<file path="config.mk">
export PLATFORM = sky130hd
export DESIGN_NAME = button_debouncer
export DESIGN_NICKNAME = d
export VERILOG_FILES = /design/src/rtl/debounce_pkg.sv /design/src/rtl/button_debouncer_if.sv /design/src/rtl/button_debouncer_timer.sv /design/src/rtl/button_debouncer.sv
export SDC_FILE = /design/constraint.sdc
export NUM_CORES = 1
export LEC_CHECK = 0
export CORE_UTILIZATION = 65
export DETAILED_ROUTE_END_ITERATION = 8
export HOLD_SLACK_MARGIN = 0.06
export PLACE_DENSITY = 0.83
export SYNTH_ARGS = -nofsm -noshare
export SYNTH_HDL_FRONTEND = slang
export SYNTH_HIERARCHICAL = 1
export SYNTH_SLANG_ARGS = --single-unit
</file>
<file path="constraint.sdc">
create_clock -name Clk -period 4.1 [get_ports Clk]
set_input_delay 0.41 -clock Clk [delete_from_list [all_inputs] [get_ports Clk]]
set_output_delay 0.41 -clock Clk [all_outputs]
set_load 0.1 [all_outputs]
</file>
<file path="src/rtl/debounce_pkg.sv">
// Shared encodings and default timing constants for the button debouncer.
package debounce_pkg;

  typedef enum logic [1:0] {
    ST_IDLE   = 2'd0,
    ST_CHK_HI = 2'd1,
    ST_HELD   = 2'd2,
    ST_CHK_LO = 2'd3
  } state_e;

  localparam int unsigned DEF_CNT_WIDTH     = 26;
  localparam int unsigned DEF_STABLE_CYCLES = 1000000;
  localparam int unsigned DEF_REPEAT_DELAY  = 50000000;
  localparam int unsigned DEF_REPEAT_PERIOD = 10000000;

  // True when value is a usable terminal count for a width-bit counter.
  function automatic bit fits_counter(input int unsigned value, input int unsigned width);
    return (value >= 1) && ((64'(value) >> width) == 64'd0);
  endfunction

endpackage

</file>
<file path="src/rtl/button_debouncer_if.sv">
// Control/status link between the debouncer FSM (master) and its timing counter (slave).
interface debounce_timer_if
  import debounce_pkg::*;
#(
  parameter int unsigned CNT_WIDTH = DEF_CNT_WIDTH
) ();

  logic                 clr;
  logic                 en;
  logic [CNT_WIDTH-1:0] term;
  logic [CNT_WIDTH-1:0] cnt;
  logic                 hit_c;

  modport master (output clr, output en, output term, input cnt, input hit_c);
  modport slave  (input clr, input en, input term, output cnt, output hit_c);

endinterface

</file>
<file path="src/rtl/button_debouncer_timer.sv">
// Clearable, saturating up-counter with a terminal-count compare output.
module debounce_timer
  import debounce_pkg::*;
#(
  parameter int unsigned CNT_WIDTH = DEF_CNT_WIDTH
) (
  input logic              Clk,
  input logic              Rst,
  debounce_timer_if.slave  tif
);

  localparam logic [CNT_WIDTH-1:0] CNT_MAX = '1;

  logic [CNT_WIDTH-1:0] r_cnt;

  // Clear wins over enable; the count sticks at all-ones instead of wrapping.
  always_ff @(posedge Clk) begin
    if (Rst || tif.clr) begin
      r_cnt <= '0;
    end else if (tif.en && (r_cnt != CNT_MAX)) begin
      r_cnt <= r_cnt + CNT_WIDTH'(1);
    end
  end

  assign tif.cnt   = r_cnt;
  assign tif.hit_c = (r_cnt == tif.term);

endmodule

</file>
<file path="src/rtl/button_debouncer.sv">
// Button debouncer: four-state level qualifier with press/release pulses.
// Optional auto-repeat of Pressed while held is enabled by DEBOUNCER_AUTO_REPEAT_EN.
module button_debouncer
  import debounce_pkg::*;
#(
  parameter int unsigned CNT_WIDTH     = DEF_CNT_WIDTH,
  parameter int unsigned STABLE_CYCLES = DEF_STABLE_CYCLES,
  parameter int unsigned REPEAT_DELAY  = DEF_REPEAT_DELAY,
  parameter int unsigned REPEAT_PERIOD = DEF_REPEAT_PERIOD
) (
  input  logic Clk,
  input  logic Rst,
  input  logic InSignal,
  output logic DebouncedOut,
  output logic Pressed,
  output logic Released
);

  localparam bit P_OK = fits_counter(STABLE_CYCLES, CNT_WIDTH) &&
                        fits_counter(REPEAT_DELAY, CNT_WIDTH) &&
                        fits_counter(REPEAT_PERIOD, CNT_WIDTH);

  localparam logic [CNT_WIDTH-1:0] STABLE_TERM = CNT_WIDTH'(STABLE_CYCLES - 1);
`ifdef DEBOUNCER_AUTO_REPEAT_EN
  localparam logic [CNT_WIDTH-1:0] DELAY_TERM  = CNT_WIDTH'(REPEAT_DELAY - 1);
  localparam logic [CNT_WIDTH-1:0] PERIOD_TERM = CNT_WIDTH'(REPEAT_PERIOD - 1);
`endif

  state_e r_state;
  logic   r_rep;
  logic   r_debounced;
  logic   r_pressed;
  logic   r_released;

  logic                 w_rep_hit;
  logic [CNT_WIDTH-1:0] w_term;

  debounce_timer_if #(.CNT_WIDTH(CNT_WIDTH)) w_tmr ();

  debounce_timer #(.CNT_WIDTH(CNT_WIDTH)) u_timer (
    .Clk (Clk),
    .Rst (Rst),
    .tif (w_tmr)
  );

  // Terminal count: qualification window, or first/next repeat interval while held.
`ifdef DEBOUNCER_AUTO_REPEAT_EN
  assign w_term = (r_state == ST_HELD) ? (r_rep ? PERIOD_TERM : DELAY_TERM) : STABLE_TERM;
`else
  assign w_term = STABLE_TERM;
`endif
  assign w_tmr.term = w_term;

  // Counter control: count while the input agrees with the pending level, clear on every state change.
  always_comb begin
    w_tmr.en  = 1'b0;
    w_tmr.clr = 1'b0;
    w_rep_hit = 1'b0;
    case (r_state)
      ST_IDLE: begin
        w_tmr.clr = 1'b1;
      end
      ST_CHK_HI: begin
        w_tmr.en  = InSignal;
        w_tmr.clr = !InSignal || w_tmr.hit_c;
      end
      ST_HELD: begin
`ifdef DEBOUNCER_AUTO_REPEAT_EN
        w_tmr.en  = InSignal;
        w_rep_hit = InSignal && w_tmr.hit_c;
`endif
        w_tmr.clr = !InSignal || w_rep_hit;
      end
      ST_CHK_LO: begin
        w_tmr.en  = !InSignal;
        w_tmr.clr = InSignal || w_tmr.hit_c;
      end
      default: begin
        w_tmr.clr = 1'b1;
      end
    endcase
  end

  // State register with registered level and pulse outputs.
  always_ff @(posedge Clk) begin
    if (Rst) begin
      r_state     <= ST_IDLE;
      r_rep       <= 1'b0;
      r_debounced <= 1'b0;
      r_pressed   <= 1'b0;
      r_released  <= 1'b0;
    end else begin
      r_pressed  <= 1'b0;
      r_released <= 1'b0;
      case (r_state)
        ST_IDLE: begin
          if (InSignal) begin
            r_state <= ST_CHK_HI;
          end
        end
        ST_CHK_HI: begin
          if (!InSignal) begin
            r_state <= ST_IDLE;
          end else if (w_tmr.hit_c) begin
            r_state     <= ST_HELD;
            r_rep       <= 1'b0;
            r_debounced <= 1'b1;
            r_pressed   <= 1'b1;
          end
        end
        ST_HELD: begin
          if (!InSignal) begin
            r_state <= ST_CHK_LO;
          end else if (w_rep_hit) begin
            r_rep     <= 1'b1;
            r_pressed <= 1'b1;
          end
        end
        ST_CHK_LO: begin
          if (InSignal) begin
            // Bounce during release: stay pressed and restart repeat timing from scratch.
            r_state <= ST_HELD;
            r_rep   <= 1'b0;
          end else if (w_tmr.hit_c) begin
            r_state     <= ST_IDLE;
            r_debounced <= 1'b0;
            r_released  <= 1'b1;
          end
        end
        default: begin
          r_state <= ST_IDLE;
        end
      endcase
    end
  end

  assign DebouncedOut = r_debounced;
  assign Pressed      = r_pressed;
  assign Released     = r_released;

  // Simulation-only sanity checks on configuration and internal invariants.
  always_ff @(posedge Clk) begin
    a_params: assert (P_OK)
      else $error("button_debouncer: STABLE_CYCLES/REPEAT_DELAY/REPEAT_PERIOD must be in [1, 2^CNT_WIDTH)");
    a_excl: assert (!(r_pressed && r_released))
      else $error("button_debouncer: Pressed and Released high together");
    a_cnt: assert (!((r_state == ST_CHK_HI) || (r_state == ST_CHK_LO)) ||
                   (64'(w_tmr.cnt) < 64'(STABLE_CYCLES)))
      else $error("button_debouncer: qualification counter overran its window");
`ifndef DEBOUNCER_AUTO_REPEAT_EN
    a_no_rep: assert (!r_rep)
      else $error("button_debouncer: repeat flag set with auto-repeat disabled");
`endif
  end

endmodule

</file>
==> metrics.txt <==
I/O pins 6; count of state elements after synthesis 31; reported leakage power 0.790 nW; setup repair after global routing missed its margin false; number of global-route vias before repair 1673; Root Driver clkbuf_4; antenna violations before repair 0; transition time at the pin with the least slew margin 973 ps; worst ir drop on vdd 0.000392 V; share of total power in sequential cells 0.520; Final Hold Viols 0; Finished Cell Area 2190 sq um; cell count after placement 269; Via density 6.16; outcome finished with violations; most area-consuming cells after synthesis dfxtp_1 (31%), xnor2_1 (11%), xor2_1 (8.9%); final critical path time including I/O delays and setup 3210 ps; arrival time of data at the critical path endpoint 3450 ps; Total Nets Final 249; post-cts resize count 0; switching power summed over all nets 0.125 mW; cell type with the largest total area after synthesis dfxtp_1; CP Data Required Time 4340 ps; number of clock sinks seen by CTS 31; non-filler cells in the finished layout 277; largest net degree at the start of global routing 25; power per standard cell area 265 nW/um^2; Sw Share 0.215; area after detailed placement 2110 sq um; most used standard cells in the synthesized netlist dfxtp_1 (31), xnor2_1 (25), nor2_1 (24); share of total power in the clock network 0.430; synthesized area per cell 9.06 sq um; count of hold buffers inserted by post-cts repair 0; violated checks design-rule violations; final global-route overflow total 0; max-slew violation count 0; global-route usage over all layers 0.294; Max H-tree Level 2; relative area change from synthesis to final layout 11.1%; area of the die 3260 sq um; Rows 19; clock buffers created by TritonCTS 5; port bufs 5; final RePlAce weighted congestion 0.837; Final Skew 14.9 ps; number of search-and-repair iterations in the first detailed-routing pass 6; routed vias 1706; most frequent cell after synthesis dfxtp_1; post-detail-place hpwl 3170 um; die boundary height 57.1 um; ratio of final minimum period to clock period 0.783; combinational share of power 0.050; critical path endpoint category register; violation count after the first detailed-route iteration 109; maximum capacitance violations 0; Fmax achieved 312 MHz; post-CTS setup buffers 0; Chip Width 57.1 um; post-synth top area share 0.314; Reg clk slew, reported paths 100 ps; wire length after detailed routing 4340 um; Post-synth EDFFs 0; Final ANT Viol Nets 0; CTS tree built; effective utilization at floorplan 0.704; number of failing setup endpoints in the final timing report 0; number of instances on the worst hold path 1; number of warnings printed during yosys synthesis 6; Antenna Diode Count 0; async set or reset register ratio after synthesis 0; total design power 0.582 mW; final cell utilization of the core 0.782; core region area 2810 sq um; Max Buffers Root-to-Sink 2; Final TNS setup 0 ps; Worst Reg-to-Reg Cells 9; Top FF cell, synth dfxtp_1; worst skew pair latency 340 ps; kind of launch point of the worst setup path register; Wirelength per Cell 15.7 um; crit path kind register to register; number of standard cells after synthesis 218; layout cells sized above 1 0.130; Critical Path Fanout Max 24; filler cell count in the final layout 200; first-pass GRT wire length 7420 um; drt drc 2; post-synth design cell area 1970 sq um; share of the yosys chip area belonging to registers 0.314; number of distinct standard cells referenced by the synthesized netlist 47; min-delay worst type register to register; internal cell power 0.457 mW; headroom to the max-slew limit 0.345
## critical path: stages (launching register included)
cell and delay (ps):
dfxtp_1 390, xor2_1 180, nor4_1 380, nand3_1 120, nor4_1 860, inv_1 100
a31oi_1 240, or2_2 450, nor2_1 110, a41o_1 270
## stage by stage
stage          hold WS (ps)  worst slack [ps]
2_1_floorplan           478              1510
3_3_place_gp            503              1190
3_5_place_dp            526               945
4_1_cts                 548               927
5_1_grt                 590               664
6_report                544               891
## area by class of cell
type	instances	area, sq um	share of cell area
clock inverters	2	35.0	0.0160
flip-flops and latches	31	621	0.283
well taps	31	38.8	0.0177
inverters	5	18.8	0.00856
multi-input cells	196	1370	0.625
repair buffers	6	57.6	0.0262
clock buffers	6	51.3	0.0234
## path summary, 6_finish.rpt
| check | slack (ps) | startpoint | to |
|---|---|---|---|
| max | 890 | u_timer/tif.cnt[11] | u_timer/tif.cnt[7] |
| min | 540 | u_timer/tif.cnt[24] | u_timer/tif.cnt[24] |
| max reg2reg | 890 | u_timer/tif.cnt[11] | u_timer/tif.cnt[7] |
| min reg2reg | 540 | u_timer/tif.cnt[24] | u_timer/tif.cnt[24] |
## flip-flops by register name (all words and copies together), names as in the netlist, named ones only
name and count:
DebouncedOut 1, r_state 1, Pressed 1, u_timer/tif.cnt 26, Released 1
## logic make-up after synthesis
group / after synthesis / synth area share
AO/OA/AOI/OAI: 34 / 0.155
XOR/XNOR: 45 / 0.200
adder cells (fa/ha/maj): 1 / 0.00634
buffers and inverters: 15 / 0.0368
flip-flops: 31 / 0.314
other: 2 / 0.00380
AND/OR/NAND/NOR: 90 / 0.285
## power groups by stage
| stage | registers, mW | logic, mW | clock network (mW) |
|---|---|---|---|
| floorplan | 0.309 | 0.0214 | 0 |
| global placement | 0.309 | 0.0274 | 0 |
| detailed placement | 0.310 | 0.0281 | 0 |
| CTS | 0.303 | 0.0283 | 0.254 |
| global route | 0.303 | 0.0323 | 0.268 |
| finish | 0.303 | 0.0292 | 0.251 |
## cells in the final DEF (no fill, tap or decap), types with 3 or more instances in the layout
master           count
a2111oi_2            3
a211oi_1             6
a31oi_1              7
and3_1               5
and4_1               4
clkbuf_4             5
clkdlybuf4s50_1      5
conb_1              26
dfxtp_1             31
inv_1                5
nand2_1             13
nand3_1             11
nand4_1              5
nand4_4              3
nor2_1              24
nor4_1               7
nor4_2               4
xnor2_1             25
xor2_1              20
## per-layer routing
metal  part of all wire  up-vias  GRT usage
li1                   -      824          -
met3              0.050        4     0.0567
met2               0.50       44      0.509
met4              0.010        0      0.122
met5                  0        -          0
met1               0.43      834      0.358
Power figures use the tool's default switching activity.
